--- src/rtl/network_runner_if.sv ---
// Host/network bundle for network_runner.
//   master : host side, drives start/pixels and the network's spikes
//   slave  : network_runner, drives the network controls and run results
interface network_runner_if #(
  parameter int HEIGHT      = 7,
  parameter int NUM_CLASSES = 2,
  parameter int CNT_W       = 10
);
  localparam int IDX_W = $clog2(NUM_CLASSES);

  logic                         start;
  logic [HEIGHT-1:0]            pixels;
  logic [HEIGHT-1:0]            net_pixels;
  logic                         net_rst;
  logic                         net_en;
  logic [NUM_CLASSES-1:0]       net_spikes;
  logic                         busy;
  logic                         done;
  logic [IDX_W-1:0]             winner;
  logic                         no_spike;
  logic [NUM_CLASSES*CNT_W-1:0] spike_counts;

  modport slave (
    input  start, pixels, net_spikes,
    output net_pixels, net_rst, net_en, busy, done, winner, no_spike, spike_counts
  );

  modport master (
    output start, pixels, net_spikes,
    input  net_pixels, net_rst, net_en, busy, done, winner, no_spike, spike_counts
  );
endinterface

--- src/rtl/network_runner.sv ---
// Run controller for the spiking pixel classifier.
// Latches a frame on start, holds the network in reset for one cycle,
// enables it for WINDOW cycles while counting spikes per class, then scans
// the counts for the argmax and pulses done with the result.
// Ports:
//   clk  - system clock
//   rst  - synchronous active-high reset
//   bus  - network_runner_if.slave (host request/result + network controls)
//
// state   | meaning
// IDLE    | waiting for start, previous results held, network held in reset
// CLEAR   | one cycle of network reset after a new frame is latched
// RUN     | network enabled for WINDOW cycles, spikes counted per class
// RESOLVE | one cycle per class, sequential argmax scan
// DONE    | one-cycle done pulse
module network_runner #(
  parameter int HEIGHT      = 7,
  parameter int NUM_CLASSES = 2,
  parameter int WINDOW      = 512,
  parameter int CNT_W       = 10
) (
  input logic              clk,
  input logic              rst,
  network_runner_if.slave  bus
);
  localparam int IDX_W = $clog2(NUM_CLASSES);
  // +1 keeps the width non-zero when WINDOW is 1
  localparam int WIN_W = $clog2(WINDOW + 1);

  localparam logic [2:0] S_IDLE    = 3'd0;
  localparam logic [2:0] S_CLEAR   = 3'd1;
  localparam logic [2:0] S_RUN     = 3'd2;
  localparam logic [2:0] S_RESOLVE = 3'd3;
  localparam logic [2:0] S_DONE    = 3'd4;

  logic [2:0]                   state;
  logic [HEIGHT-1:0]            pix_q;
  logic [CNT_W-1:0]             cnt [NUM_CLASSES];
  logic [WIN_W-1:0]             win_cnt;
  logic [IDX_W-1:0]             scan_k;
  logic [IDX_W-1:0]             best_idx;
  logic [CNT_W-1:0]             best_cnt;
  logic [IDX_W-1:0]             winner_q;
  logic                         no_spike_q;
  logic [NUM_CLASSES*CNT_W-1:0] cnt_flat;

  logic [CNT_W-1:0] scan_cnt;
  logic             take_k;
  logic [IDX_W-1:0] nxt_idx;
  logic [CNT_W-1:0] nxt_cnt;

  // Strict compare: ties keep the earlier (lower) index. best_cnt starts
  // at 0, so an all-zero run leaves best_idx at 0.
  always_comb begin
    scan_cnt = cnt[scan_k];
    take_k   = (scan_cnt > best_cnt);
    nxt_idx  = take_k ? scan_k : best_idx;
    nxt_cnt  = take_k ? scan_cnt : best_cnt;
  end

  always_ff @(posedge clk) begin
    if (rst) begin
      state      <= S_IDLE;
      pix_q      <= '0;
      win_cnt    <= '0;
      scan_k     <= '0;
      best_idx   <= '0;
      best_cnt   <= '0;
      winner_q   <= '0;
      no_spike_q <= 1'b0;
      for (int i = 0; i < NUM_CLASSES; i++) cnt[i] <= '0;
    end else begin
      case (state)
        S_IDLE: begin
          if (bus.start) begin
            pix_q      <= bus.pixels;
            // results cleared here so they already read zero during CLEAR
            winner_q   <= '0;
            no_spike_q <= 1'b0;
            for (int i = 0; i < NUM_CLASSES; i++) cnt[i] <= '0;
            state      <= S_CLEAR;
          end
        end
        S_CLEAR: begin
          win_cnt <= '0;
          state   <= S_RUN;
        end
        S_RUN: begin
          for (int i = 0; i < NUM_CLASSES; i++) begin
            if (bus.net_spikes[i] && (cnt[i] != '1)) cnt[i] <= cnt[i] + 1'b1;
          end
          if (win_cnt == WIN_W'(WINDOW - 1)) begin
            scan_k   <= '0;
            best_idx <= '0;
            best_cnt <= '0;
            state    <= S_RESOLVE;
          end else begin
            win_cnt <= win_cnt + 1'b1;
          end
        end
        S_RESOLVE: begin
          best_idx <= nxt_idx;
          best_cnt <= nxt_cnt;
          if (scan_k == IDX_W'(NUM_CLASSES - 1)) begin
            winner_q   <= nxt_idx;
            no_spike_q <= (nxt_cnt == '0);
            state      <= S_DONE;
          end else begin
            scan_k <= scan_k + 1'b1;
          end
        end
        S_DONE:  state <= S_IDLE;
        default: state <= S_IDLE;
      endcase
    end
  end

  always_comb begin
    cnt_flat = '0;
    for (int i = 0; i < NUM_CLASSES; i++) cnt_flat[i*CNT_W +: CNT_W] = cnt[i];
  end

  // Controls decode straight from the state register; net_en and net_rst
  // are complementary so they can never both be high.
  assign bus.net_en       = (state == S_RUN);
  assign bus.net_rst      = (state != S_RUN);
  assign bus.busy         = (state == S_CLEAR) || (state == S_RUN) || (state == S_RESOLVE);
  assign bus.done         = (state == S_DONE);
  assign bus.net_pixels   = pix_q;
  assign bus.winner       = winner_q;
  assign bus.no_spike     = no_spike_q;
  assign bus.spike_counts = cnt_flat;
endmodule

--- src/flat_wrapper.sv ---
// flat-port wrapper written by rule: the top's interface ports become plain ports
module network_runner_flat 
#(
  parameter int HEIGHT      = 7,
  parameter int NUM_CLASSES = 2,
  parameter int WINDOW      = 512,
  parameter int CNT_W       = 10
)
  (clk, rst, bus_start, bus_pixels, bus_net_spikes, bus_net_pixels, bus_net_rst, bus_net_en, bus_busy, bus_done, bus_winner, bus_no_spike, bus_spike_counts);
  network_runner_if #(.HEIGHT(HEIGHT), .NUM_CLASSES(NUM_CLASSES), .CNT_W(CNT_W)) bus_i ();
  input logic clk;
  input logic rst;
  input wire logic [$bits(bus_i.start)-1:0] bus_start;
  input wire logic [$bits(bus_i.pixels)-1:0] bus_pixels;
  input wire logic [$bits(bus_i.net_spikes)-1:0] bus_net_spikes;
  output wire logic [$bits(bus_i.net_pixels)-1:0] bus_net_pixels;
  output wire logic [$bits(bus_i.net_rst)-1:0] bus_net_rst;
  output wire logic [$bits(bus_i.net_en)-1:0] bus_net_en;
  output wire logic [$bits(bus_i.busy)-1:0] bus_busy;
  output wire logic [$bits(bus_i.done)-1:0] bus_done;
  output wire logic [$bits(bus_i.winner)-1:0] bus_winner;
  output wire logic [$bits(bus_i.no_spike)-1:0] bus_no_spike;
  output wire logic [$bits(bus_i.spike_counts)-1:0] bus_spike_counts;
  assign bus_i.start = bus_start;
  assign bus_i.pixels = bus_pixels;
  assign bus_i.net_spikes = bus_net_spikes;
  assign bus_net_pixels = bus_i.net_pixels;
  assign bus_net_rst = bus_i.net_rst;
  assign bus_net_en = bus_i.net_en;
  assign bus_busy = bus_i.busy;
  assign bus_done = bus_i.done;
  assign bus_winner = bus_i.winner;
  assign bus_no_spike = bus_i.no_spike;
  assign bus_spike_counts = bus_i.spike_counts;
  network_runner #(.HEIGHT(HEIGHT), .NUM_CLASSES(NUM_CLASSES), .WINDOW(WINDOW), .CNT_W(CNT_W)) u_core (.clk(clk), .rst(rst), .bus(bus_i));
endmodule
--- config.mk ---
export PLATFORM = sky130hd
export DESIGN_NAME = network_runner_flat
export DESIGN_NICKNAME = d
export VERILOG_FILES = /design/src/rtl/network_runner_if.sv /design/src/rtl/network_runner.sv /design/src/flat_wrapper.sv
export SDC_FILE = /design/constraint.sdc
export NUM_CORES = 1
export LEC_CHECK = 0
export BUFFER_PORTS_ARGS = -buffer_cell sky130_fd_sc_hd__buf_2
export CORE_MARGIN = 1.5
export CORE_UTILIZATION = 50
export CTS_BUF_LIST = sky130_fd_sc_hd__clkbuf_2
export DETAILED_ROUTE_END_ITERATION = 8
export PLACE_DENSITY = 0.83
export SETUP_SLACK_MARGIN = 0.3
export SYNTH_ARGS = -nofsm -noshare
export SYNTH_HDL_FRONTEND = slang
export SYNTH_SLANG_ARGS = --single-unit
--- constraint.sdc ---
create_clock -name clk -period 3.25 [get_ports clk]
set_input_delay 0.325 -clock clk [delete_from_list [all_inputs] [get_ports clk]]
set_output_delay 0.325 -clock clk [all_outputs]
set_load 0.05 [all_outputs]
==> out/qor.yml, run 1 <==
io_buffer_count: 44
max_freq_ghz: 0.369
setup_viol: 0
grt_max_degree: 22
cts.htree.levels: 2
slowest_delay_ns: 0.58
final_net_count: 368
regArea_um2: 1300
drt-total-wl_mm: 6.13
routabilityCongestion: 0.894
clk_latency_ns: 0.46
ys_ff_latch: 55
powerDensity_nw_per_um2: 426
worst_pin_slew_ns: 0.703
ys_seq_area_frac: 0.439
hold_depth: 3
finClkSkew_ns: 0.0329
clkSlewWorstSetupHoldPaths_ns: 0.29
vdd_drop_max_v: 0.000226
coreArea_um2: 5610
yosys.area.top_type_share: 0.236
yosysWarningCount: 0
cp_top_family: "compound AO/OA/AOI/OAI gates"
std_cell_rows: 27
antenna_found_initial: 0
cts_buffer_depth: 2
cts_setup_buffers: 0
dieArea_um2: 6400
total_power_uw: 1380
dieHeight_um: 80.0
drc_errors: 0
synth_edf_count: 20
ant_nets: 0
placed_cell_area_um2: 3200
drt_iter0_drc: 111
num_io_pins: 45
final_common_cell: "buf_2"
overflow: 0
die_x_um: 80.0
cp-end-kind: "flop"
synth_ff_type: "dfxtp_1"
worstPathArrival_ns: 3.12
postSynthCellCount: 306
design_area_um2: 3240
cts.sinks: 55
place_hpwl_mm: 4.52
multiInputGateArea_um2: 1530
synthesis.area_um2: 2960
fillerInstances: 503
hold_viol_final: 0
rsz0062_at_grt: "false"
maxSlewHeadroom: 0.531
wl_per_cell_um: 14.7
cap_violations: 0
cp-start-kind: "flop"
syn_to_final_growth_pct: 9.37
synth_area_leader_cell: "dfxtp_1"
path_buf_inv: 1
globalRouteTotalUtil: 0.202
cp.required_ns: 3.65
ys_types: 48
leakage_uw: 0.00126
num_vias: 2331
yosys-top-cells-area: "dfxtp_1 24%, edfxtp_1 20%, ha_1 5.5%, nor2_1 5.3%, xnor2_1 4.4%"
worstSetupPathType: "flop to flop"
crit_cells: 8
worstRegToRegCells: 8
dr.pass1.iters: 4
viasPerCell: 5.60
syn_nets: 331
hold_ws_ns: 0.0642
cts_tree: "yes"
critical_path.max_fanout: 14
path_cells: "mux2_2 > ha_1 > a21oi_2 > o21ai_0 > or4_4 > a31oi_1 > buf_4 > a22o_2"
clockRootBuffer: "clkbuf_2"
status: "finished clean"
cp_slowest_cell: "dfxtp_2"
drive_above_1_share: 0.250
layout_common_cells: "44 x buf_2, 42 x nor2_1, 34 x dfxtp_1"
min_period_over_period: 0.835
drv_slew: 0
cts_made_buffers: 5
finalSetupTns_ns: 0
min_period_ns: 2.71
avgSynthCellArea_um2: 9.69
grt_pass1_vias: 2165
n_antenna_cell: 0
min_path_type: "primary input to flop"
grt_pass1_wl_mm: 9.98
ys_async_sr_fraction: 0
initial_core_util: 0.529
per-layer routing:
layer	track usage	vias to the layer above	wire (µm)
li1	-	1173	-
met1	0.262	1082	2890
met2	0.330	67	2820
met3	0.0411	9	325
met4	0.0741	0	92
met5	0	-	0
cells in the mapped netlist, types with 2 or more instances:
master / number
xor2_1: 9
mux2i_1: 3
buf_2: 3
dfxtp_1: 35
and2_1: 2
nor3_1: 4
buf_1: 2
a21oi_1: 14
nor2b_1: 2
buf_6: 3
nand2_1: 28
nand4_1: 7
xnor2_1: 15
edfxtp_1: 20
inv_1: 13
mux2_2: 9
and3_1: 4
nand3_1: 17
ha_1: 13
o21ai_0: 2
a22o_2: 11
clkbuf_1: 7
nor2_1: 42
nand2b_1: 3
a2111oi_0: 4
o211ai_1: 3
nor4_1: 5
a211oi_1: 6
tightest hold or removal path, stage by stage:
cell and delay, ns:
buf_2 0.09, nand2_1 0.05, a21oi_1 0.06
cells by family after synthesis:
group | Yosys count | synth area share
xor gates and xnor gates | 24 | 0.0709
adders and majority gates | 13 | 0.0549
AOI/OAI and AO/OA | 49 | 0.133
and+or+nand+nor | 125 | 0.214
buffers and inverters | 28 | 0.0443
muxes | 12 | 0.0443
DFF | 55 | 0.439
area by class of cell:
type                    count  share of cell area
clock buffers               6             0.00926
multi-input cells         223               0.472
repair buffers             45              0.0702
inverters                  13              0.0151
flip-flops and latches     55               0.402
clock inverters             2             0.00347
well taps                  72              0.0278
final timing paths:
kind / slack, ns / start / to
max: 0.54 / flop / u_core.best_cnt[4]
min reg2reg: 0.47 / u_core.bus.net_pixels[0] / u_core.bus.net_pixels[0]
max reg2reg: 0.54 / flop / u_core.best_cnt[4]
min: 0.06 / bus_pixels[2] / u_core.bus.net_pixels[2]
metrics by stage:
step                      worst slack, ns  instances   util
final                               0.537        416  0.578
after global routing                0.430        416  0.578
after CTS                           0.401        416  0.578
after detailed placement            0.473        408  0.571
after global placement              0.526        408  0.571
after floorplan                     0.420        306      -
where the power goes:
group	internal, µW	leakage (µW)	switching, µW
clock network	56.2	0.0000333	214
logic	94.3	0.000727	217
registers	750	0.000502	47.6
total	901	0.00126	479
sequential cells by signal, indices dropped and copies added (netlist names), named ones only:
name                   count
u_core.cnt                20
u_core.state               3
u_core.win_cnt            10
u_core.best_idx            1
u_core.bus.no_spike        1
u_core.bus.net_pixels      7
u_core.best_cnt           10
u_core.scan_k              1
u_core.bus.winner          1
timing repair:
action,in CTS,in global routing
endpoints found under the setup margin,0,12
hold buffers,0,0
gates resized for setup,0,1
No activity file was read; power rests on OpenSTA's default activity.
==> run 2: changes to the inputs <==
Settings changed: PLACE_DENSITY 0.83 to 0.86.
Clock period 3.25 ns to 2.4 ns, I/O delays scaled along.
==> out/qor.yml, run 2 (synthesized netlist as in run 1, its figures left out) <==
io_buffer_count: 44  # unchanged
placed_cell_area_um2: 3490  # +9.1%
cp.required_ns: 2.77  # -0.88 ns
worst_pin_slew_ns: 0.592  # -0.111 ns
cts_tree: "yes"
routabilityCongestion: 0.906  # +1.4%
cp_slowest_cell: "or4_4"
grt_pass1_wl_mm: 11.4  # +14%
largest_reg_flops: 20  # unchanged
finClkSkew_ns: 0.0231  # -0.00976 ns
grt_max_degree: 23  # +4.5%
num_io_pins: 45  # unchanged
slowest_delay_ns: 0.54  # -0.04 ns
cts_buffer_depth: 2  # unchanged
hold_viol_final: 0  # unchanged
drv_slew: 0  # unchanged
dr.pass1.iters: 4  # unchanged
finalSetupTns_ns: -0.954  # -0.954 ns
overflow: 0  # unchanged
cts.htree.levels: 2  # unchanged
clkSlewWorstSetupHoldPaths_ns: 0.27  # -0.02 ns
worstPathArrival_ns: 2.87  # -0.25 ns
place_hpwl_mm: 4.98  # +10%
critical_path.max_fanout: 6  # -8
leakage_uw: 0.00153  # +21%
drt-total-wl_mm: 7.18  # +17%
maxSlewHeadroom: 0.605  # +0.0734
num_vias: 2564  # +10%
powerDensity_nw_per_um2: 559  # +31%
std_cell_rows: 27  # unchanged
dieHeight_um: 80.0  # unchanged
coreArea_um2: 5610  # unchanged
total_power_uw: 2100  # +52%
wl_per_cell_um: 15.7  # +6.4%
layout_common_cells: "44 x buf_2, 42 x nor2_1, 34 x dfxtp_1"
final_net_count: 410  # +11%
drc_errors: 0  # unchanged
final_common_cell: "buf_2"
hold_ws_ns: 0.153  # +0.0888 ns
ant_nets: 0  # unchanged
min_period_ns: 2.51  # -0.207 ns
design_area_um2: 3760  # +16%
min_path_type: "primary input to flop"
path_cells: "buf_6 > mux2_2 > ha_1 > o21ai_1 > nor2_1 > or4_4 > and4b_2 > a22o_2"
failed_checks: "setup timing"
cap_violations: 0  # unchanged
worstSetupPathType: "flop to flop"
n_antenna_cell: 0  # unchanged
grt_pass1_vias: 2359  # +9.0%
dieArea_um2: 6400  # unchanged
drt_iter0_drc: 236  # +110%
viasPerCell: 5.60  # about the same
drive_above_1_share: 0.342  # +0.0920
syn_to_final_growth_pct: 26.9
vdd_drop_max_v: 0.000313  # +38%
globalRouteTotalUtil: 0.230  # +0.0281
initial_core_util: 0.529  # unchanged
setup_viol: 13  # +13
min_period_over_period: 1.04  # +0.209
cts_made_buffers: 5  # unchanged
die_x_um: 80.0  # unchanged
fin_ws_ns: -0.106  # -0.643 ns
reg_top3: "u_core.cnt: 20 flops, u_core.best_cnt: 10 flops, u_core.win_cnt: 10 flops"
clockRootBuffer: "clkbuf_2"
rsz0062_at_grt: "true"
status: "complete, but fails checks"
cts.sinks: 55  # unchanged
largest_register: "u_core.cnt"
antenna_found_initial: 0  # unchanged
cp-end-kind: "flop"
dp_slack_ns: -0.0677  # -0.541 ns
cp-start-kind: "flop"
max_freq_ghz: 0.399  # +8.3%
clk_latency_ns: 0.45  # about the same
==> run 2: cell type report <==
class / instances / area, µm²
flip-flops and latches: 55 / 1300
clock inverters: 1 / 30.0
clock buffers: 7 / 35.0
fillers: 440 / 1850
repair buffers: 86 / 564
multi-input cells: 224 / 1690
well taps: 72 / 90.1
inverters: 13 / 48.8
==> run 2: layer usage <==
metal,part of all wire,track usage
met1,0.44,0.291
met2,0.49,0.392
met3,0.058,0.0434
met4,0.019,0.0759
met5,0,0
==> run 2: per-stage QoR <==
stage | cells | util
2_1_floorplan | 306 | -
3_3_place_gp | 437 | 0.622
3_5_place_dp | 437 | 0.622
4_1_cts | 454 | 0.662
5_1_grt | 458 | 0.671
6_report | 458 | 0.671
==> run 2: critical path, delay by kind of cell (launching register included) <==
kind | cells | cell delay [ns]
DFF | 1 | 0.43
buffers and inverters | 1 | 0.14
adders and majority gates | 1 | 0.29
muxes | 1 | 0.36
and+or+nand+nor | 3 | 0.89
AOI/OAI and AO/OA | 2 | 0.31
==> run 2: path summary, 6_finish.rpt <==
path | from | to | slack (ns) | depth (start not counted)
max | flop | u_core.best_cnt[8] | -0.11 | 8
min | rst | u_core.win_cnt[0] | 0.15 | 2
min reg2reg | u_core.bus.net_pixels[2] | u_core.bus.net_pixels[2] | 0.47 | 2
max reg2reg | flop | u_core.best_cnt[8] | -0.11 | 8
==> run 2: power by group <==
part	switching (µW)	internal (µW)	total, µW
Clock	286	185	471
Sequential	36.3	1010	1050
Combinational	365	215	580
==> run 2: what timing repair did <==
item,4_1_cts,5_1_grt
gates resized for setup,17,3
endpoints found under the hold margin,5,2
endpoints found under the setup margin,33,23
gates cloned,3,0
hold buffers,5,2
setup buffers,1,2
pin swaps,5,1
